**src/rtl/mips_pkg.sv**
```systemverilog
`default_nettype none
// +-----------------------------------------------------------------------+
// | mips_pkg : shared state encoding and constants for mips_loader         |
// | Revision : 1.0                                                          |
// +-----------------------------------------------------------------------+
package mips_pkg;

  localparam int REG_AW = 5;
  localparam logic [31:0] HALT_OPCODE = 32'hfc000000;

  typedef enum logic [2:0] {
    ST_LOAD  = 3'd0,
    ST_FLUSH = 3'd1,
    ST_RUN   = 3'd2,
    ST_DUMP  = 3'd3,
    ST_DONE  = 3'd4
  } state_t;

endpackage
`default_nettype wire

```
**src/rtl/mips_watchdog.sv**
```systemverilog
`default_nettype none
// +-----------------------------------------------------------------------+
// | mips_watchdog : saturating RUN-cycle counter with expiry flag          |
// | Revision : 1.0                                                          |
// +-----------------------------------------------------------------------+
module mips_watchdog #(
  parameter int TIMEOUT_CYC = 4096
) (
  input  logic clk1,
  input  logic reset,
  input  logic clear,
  output logic expired
);

  localparam int CW = $clog2(TIMEOUT_CYC + 1);
  localparam logic [CW-1:0] LIMIT = CW'(TIMEOUT_CYC);

  logic [CW-1:0] cnt;

  // Saturates at the limit so expiry stays asserted until cleared.
  always_ff @(posedge clk1) begin
    if (reset || clear) begin
      cnt <= '0;
    end else if (cnt != LIMIT) begin
      cnt <= cnt + CW'(1);
    end
  end

  assign expired = (cnt == LIMIT) && !clear;

endmodule
`default_nettype wire

```
**src/rtl/mips_loader.sv**
```systemverilog
`default_nettype none
// +-----------------------------------------------------------------------+
// | mips_loader : boot program loader and post-HALT register dumper        |
// | Optional run watchdog enabled by defining MIPS_LOADER_WDOG_EN.         |
// | Revision : 1.0                                                          |
// +-----------------------------------------------------------------------+
module mips_loader
  import mips_pkg::*;
#(
  parameter int MEM_AW      = 10,
  parameter int NREG        = 32,
  parameter int TIMEOUT_CYC = 4096
) (
  input  logic              clk1,
  input  logic              reset,
  input  logic              s_valid,
  output logic              s_ready,
  input  logic [31:0]       s_data,
  input  logic              s_last,
  output logic              mem_we,
  output logic [MEM_AW-1:0] mem_addr,
  output logic [31:0]       mem_wdata,
  output logic              cpu_rst,
  input  logic              cpu_halted,
  output logic [REG_AW-1:0] reg_raddr,
  input  logic [31:0]       reg_rdata,
  output logic              m_valid,
  input  logic              m_ready,
  output logic [31:0]       m_data,
  output logic              m_last,
  output logic              done,
  output logic              err
);

  localparam logic [MEM_AW-1:0] ADDR_MAX = '1;
  localparam logic [REG_AW-1:0] LAST_IDX = REG_AW'(NREG - 1);

  state_t            state;
  state_t            state_nx;
  logic [MEM_AW-1:0] addr_cnt;
  logic [REG_AW-1:0] reg_idx;
  logic              armed;
  logic              err_r;
  logic              load_hs;
  logic              load_end;
  logic              dump_hs;
  logic              wdog_expire;

`ifdef MIPS_LOADER_WDOG_EN
  mips_watchdog #(
    .TIMEOUT_CYC(TIMEOUT_CYC)
  ) u_wdog (
    .clk1    (clk1),
    .reset   (reset),
    .clear   (state != ST_RUN),
    .expired (wdog_expire)
  );
`else
  logic unused_timeout;
  assign wdog_expire    = 1'b0;
  assign unused_timeout = (TIMEOUT_CYC != 0);
`endif

  always_ff @(posedge clk1) begin
    if (reset) begin
      state <= ST_LOAD;
    end else begin
      state <= state_nx;
    end
  end

  always_comb begin
    state_nx = state;
    s_ready  = 1'b0;
    cpu_rst  = 1'b0;
    m_valid  = 1'b0;
    m_last   = 1'b0;
    done     = 1'b0;
    load_hs  = 1'b0;
    load_end = 1'b0;
    dump_hs  = 1'b0;
    case (state)
      ST_LOAD: begin
        // armed keeps s_ready low through the first cycle after reset.
        s_ready  = armed;
        cpu_rst  = 1'b1;
        load_hs  = s_valid && armed;
        load_end = load_hs && (s_last || (addr_cnt == ADDR_MAX));
        if (load_end) begin
          state_nx = ST_FLUSH;
        end
      end
      ST_FLUSH: begin
        cpu_rst  = 1'b1;
        state_nx = ST_RUN;
      end
      ST_RUN: begin
        if (cpu_halted || wdog_expire) begin
          state_nx = ST_DUMP;
        end
      end
      ST_DUMP: begin
        m_valid = 1'b1;
        m_last  = (reg_idx == LAST_IDX);
        dump_hs = m_ready;
        if (dump_hs && m_last) begin
          state_nx = ST_DONE;
        end
      end
      ST_DONE: begin
        done = 1'b1;
      end
      default: begin
        cpu_rst  = 1'b1;
        state_nx = ST_LOAD;
      end
    endcase
  end

  always_ff @(posedge clk1) begin
    if (reset) begin
      armed     <= 1'b0;
      addr_cnt  <= '0;
      reg_idx   <= '0;
      err_r     <= 1'b0;
      mem_we    <= 1'b0;
      mem_addr  <= '0;
      mem_wdata <= '0;
    end else begin
      armed  <= 1'b1;
      mem_we <= load_hs;
      if (load_hs) begin
        mem_addr  <= addr_cnt;
        mem_wdata <= s_data;
        addr_cnt  <= addr_cnt + MEM_AW'(1);
      end
      // A word forced to be last by a full memory is an overflow.
      if (load_hs && (addr_cnt == ADDR_MAX) && !s_last) begin
        err_r <= 1'b1;
      end
      if ((state == ST_RUN) && !cpu_halted && wdog_expire) begin
        err_r <= 1'b1;
      end
      if (dump_hs && !m_last) begin
        reg_idx <= reg_idx + REG_AW'(1);
      end
    end
  end

  assign reg_raddr = reg_idx;
  assign m_data    = reg_rdata;
  assign err       = err_r;

endmodule
`default_nettype wire

```
**config.mk**
```make
export PLATFORM = sky130hd
export DESIGN_NAME = mips_loader
export DESIGN_NICKNAME = d
export VERILOG_FILES = /design/src/rtl/mips_pkg.sv /design/src/rtl/mips_watchdog.sv /design/src/rtl/mips_loader.sv
export SDC_FILE = /design/constraint.sdc
export NUM_CORES = 1
export LEC_CHECK = 0
export BUFFER_PORTS_ARGS = -buffer_cell sky130_fd_sc_hd__clkbuf_2
export CORE_ASPECT_RATIO = 0.5
export CORE_MARGIN = 2
export CORE_UTILIZATION = 40
export DETAILED_ROUTE_END_ITERATION = 6
export PLACE_DENSITY = 0.84
export SETUP_SLACK_MARGIN = 0.02
export SYNTH_ARGS = -nofsm -noshare
export SYNTH_HDL_FRONTEND = slang
export SYNTH_SLANG_ARGS = --single-unit
```
**constraint.sdc**
```tcl
create_clock -name clk1 -period 2.1 [get_ports clk1]
set_clock_uncertainty 0.05 [all_clocks]
set_input_delay 0.63 -clock clk1 [delete_from_list [all_inputs] [get_ports clk1]]
set_output_delay 0.63 -clock clk1 [all_outputs]
set_load 0.03 [all_outputs]
```
==> results.sh <==
export IMPL_commonest_cells_after_routing_fill_and_taps_aside="sky130_fd_sc_hd__nand2_1, sky130_fd_sc_hd__clkbuf_2, sky130_fd_sc_hd__dfxtp_1"
export IMPL_setup_worst_path_start_class="register"
export IMPL_required_ns=1.42
export IMPL_worstPathMaxFanout=2
export IMPL_fmax_mhz=482
export IMPL_outcome="complete, no violations"
export IMPL_tritoncts_clock_tree="done"
export IMPL_syn_cell_area_um2=2640
export IMPL_leading_cell_type_in_the_layout_fill_and_taps_excluded="sky130_fd_sc_hd__nand2_1"
export IMPL_antenna_cells=0
export IMPL_cpPeakStageDelay_ns=0.33
export IMPL_vias_per_cell=4.67
export IMPL_net_switching_fraction_of_the_power=0.244
export IMPL_power_report_internal_total_w=0.00232
export IMPL_drt_antenna_violating_nets=0
export IMPL_met3_usage=0.0639
export IMPL_grt_max_degree=33
export IMPL_avgSynthCellArea_um2=8.20
export IMPL_drt_wl_total_mm=5.97
export IMPL_numPlacedInstances=457
export IMPL_io_pins=156
export IMPL_timing_slew_headroom=0.729
export IMPL_grt_usage=0.163
export IMPL_floorplan_die_width_um=119
export IMPL_rows=20
export IMPL_critical_path_class="reg -> out"
export IMPL_ir_drop_v=0.000474
export IMPL_timing_critical_path_slowest_stage_cell="sky130_fd_sc_hd__dfxtp_2"
export IMPL_pwr_share_seq=0.420
export IMPL_synth_unique_cells=27
export IMPL_cts_path_max_buffers=2
export IMPL_layout_worst_path_cycle_share=0.987
export IMPL_die_area_um2=7310
export IMPL_area_delta_synth_final_pct=25.5
export IMPL_drt_first_iter_violations=91
export IMPL_place_gp_congestion=0.845
export IMPL_hp_class="reg -> reg"
export IMPL_grt_use_met2=0.316
export IMPL_timing_max_cap_violations=0
export IMPL_cts_buffers_inserted=9
export IMPL_non_filler_cells_final=477
export IMPL_dr_total_vias=2229
export IMPL_p_per_area_nw_per_um2=923
export IMPL_globalRouteMet1Util=0.163
export IMPL_worst_path_most_repeated_cell="sky130_fd_sc_hd__ha_4"
export IMPL_clkSlewWorstSetupHoldPaths_ns=0.05
export IMPL_grt_pass1_vias=2017
export IMPL_number_of_antenna_violations_at_the_first_check_in_global_routing=0
export IMPL_synth_area_leader_cell="sky130_fd_sc_hd__dfxtp_1"
export IMPL_grt_overflow=0
export IMPL_maxSlewViolCount=0
export IMPL_synth_top_cells_by_area="sky130_fd_sc_hd__dfxtp_1, sky130_fd_sc_hd__nand2_1, sky130_fd_sc_hd__buf_4"
export IMPL_top_usage_layer="met2"
export IMPL_p_leak_nw=1.44
export IMPL_worst_path_cell_chain="ha_4 -> and3_4 -> ha_4 -> and2_4 -> buf_8"
export IMPL_report_final_setup_viol=0
export IMPL_synthesis_instances=322
export IMPL_insertion_delay_ns=0.31
export IMPL_report_final_hold_viol_count=0
export IMPL_synth_yosys_seq_area_share=0.478
export IMPL_yosys_register_bits=63
export IMPL_floorplan_initialDensity=0.424
export IMPL_critPathBufInv=1
export IMPL_total_power_w=0.00306
export IMPL_cts_sink_count=63
export IMPL_area_share_of_the_leading_cell_type_in_the_synthesized_netlist=0.478
export IMPL_post_dr_wirelength_cell_um=12.5
export IMPL_h_tree_depth=3
export IMPL_layout_drive_gt1_share=0.326
export IMPL_drt_pass1_iterations=4
export IMPL_core_area_um2=6230
export IMPL_power_clock_fraction=0.461
export IMPL_yosys_warning_count=0
export IMPL_endpoint_kind="output pin"
export IMPL_dp_final_hpwl_mm=4.34
export IMPL_grt_first_pass_wirelength_mm=9.22
export IMPL_p_switching_w=0.000745
export IMPL_setup_repair_after_global_routing_missed_its_margin="true"
export IMPL_portBuffers=91
export IMPL_critPathArrivalTime_ns=1.39
export IMPL_timing_worst_slew_pin_value_ns=0.407
export IMPL_clockRootBuffer="sky130_fd_sc_hd__clkbuf_16"
export IMPL_nNetsFinal=457
export IMPL_crit_family="flip-flops"
export IMPL_min_period_ns=2.07
export IMPL_combPwrFrac=0.119
export IMPL_drc=0
export IMPL_dieHeight_um=61.4
export IMPL_syn_num_nets=395
worst min-delay path, stage by stage (launching register included):
cell and delay, ns:
sky130_fd_sc_hd__dfxtp_1 0.30, sky130_fd_sc_hd__nand2_1 0.05, sky130_fd_sc_hd__a21oi_1 0.05
power groups by stage:
| stage | registers [W] | clock network (W) | logic [W] |
|---|---|---|---|
| finish | 0.00129 | 0.00141 | 0.000365 |
| global route | 0.00129 | 0.00150 | 0.000398 |
| CTS | 0.00129 | 0.00145 | 0.000369 |
| detailed placement | 0.00131 | 0 | 0.000367 |
| global placement | 0.00131 | 0 | 0.000363 |
| floorplan | 0.00138 | 0 | 0.000287 |
flip-flops by register name, indices dropped and copies added (netlist names):
signal / cells
addr_cnt: 10
state: 3
reg_raddr: 5
err: 1
armed: 1
mem_wdata: 32
mem_addr: 10
mem_we: 1
through the flow:
step	util	area (um2)	hold WS, ns	TNS, ns	setup slack, ns
after floorplan	-	2650	0.400	0	0.0268
after global placement	0.472	2940	0.386	0	0.185
after detailed placement	0.472	2940	0.396	0	0.143
after CTS	0.530	3300	0.402	0	0.0142
after global routing	0.532	3310	0.417	-0.0143	-0.0143
final	0.532	3310	0.400	0	0.0269
final cells by class:
class                           instances  area, um2
Tap cell                               88        110
Clock inverter                          4       45.0
Inverter                                3       11.3
Clock buffer                           12        246
Fill cell                             593       2920
Sequential cell                        63       1270
Multi-Input combinational cell        205       1070
Timing Repair Buffer                  102        563
cell usage after synthesis (all sizes together):
master	instances
and4	3
clkbuf	11
nor2	17
a31oi	2
o41ai	1
dfxtp	63
ha	3
nand4	5
o21ai	1
nand3	3
nor4	1
and4b	2
mux2i	2
a2111oi	1
inv	3
xor2	7
buf	40
and3	4
a21oi	47
or3	1
and3b	2
nor3	2
xnor2	4
and2	5
nand2	92
final timing paths:
kind | startpoint | slack [ns] | cells after the start | to
hold reg to reg | mem_wdata[0]$_SDFFE_PP0N_ | 0.40 | 2 | mem_wdata[0]$_SDFFE_PP0N_
setup / recovery | reg_raddr[0]$_SDFFE_PP0P_ | 0.03 | 5 | m_last
setup reg to reg | reg_raddr[0]$_SDFFE_PP0P_ | 0.28 | 8 | reg_raddr[4]$_SDFFE_PP0P_
hold / removal | mem_wdata[0]$_SDFFE_PP0N_ | 0.40 | 2 | mem_wdata[0]$_SDFFE_PP0N_
routing by layer:
layer  up-vias  share of wire
met2        50           0.52
met3        15          0.066
met1      1021           0.39
met5         -              0
li1       1143              -
met4         0          0.024
what timing repair did:
action | CTS | global route
gates resized for setup | 11 | 5
endpoints found under the setup margin | 1 | 4
pin swaps | 1 | 1
hold buffers | 0 | 0
buffers inserted | 3 | 1
kinds of logic (layout without fill, tap and decap cells):
| family | after synthesis | in the layout | share of synthesized area |
|---|---|---|---|
| flip-flops | 63 | 63 | 0.478 |
| buffers and inverters | 54 | 121 | 0.131 |
| multiplexers | 2 | 2 | 0.00758 |
| AND/OR/NAND/NOR | 137 | 137 | 0.231 |
| adder cells (fa/ha/maj) | 3 | 3 | 0.0142 |
| XOR/XNOR | 11 | 11 | 0.0365 |
| AO/OA/AOI/OAI | 52 | 52 | 0.102 |
Power figures use the tool's default switching activity.
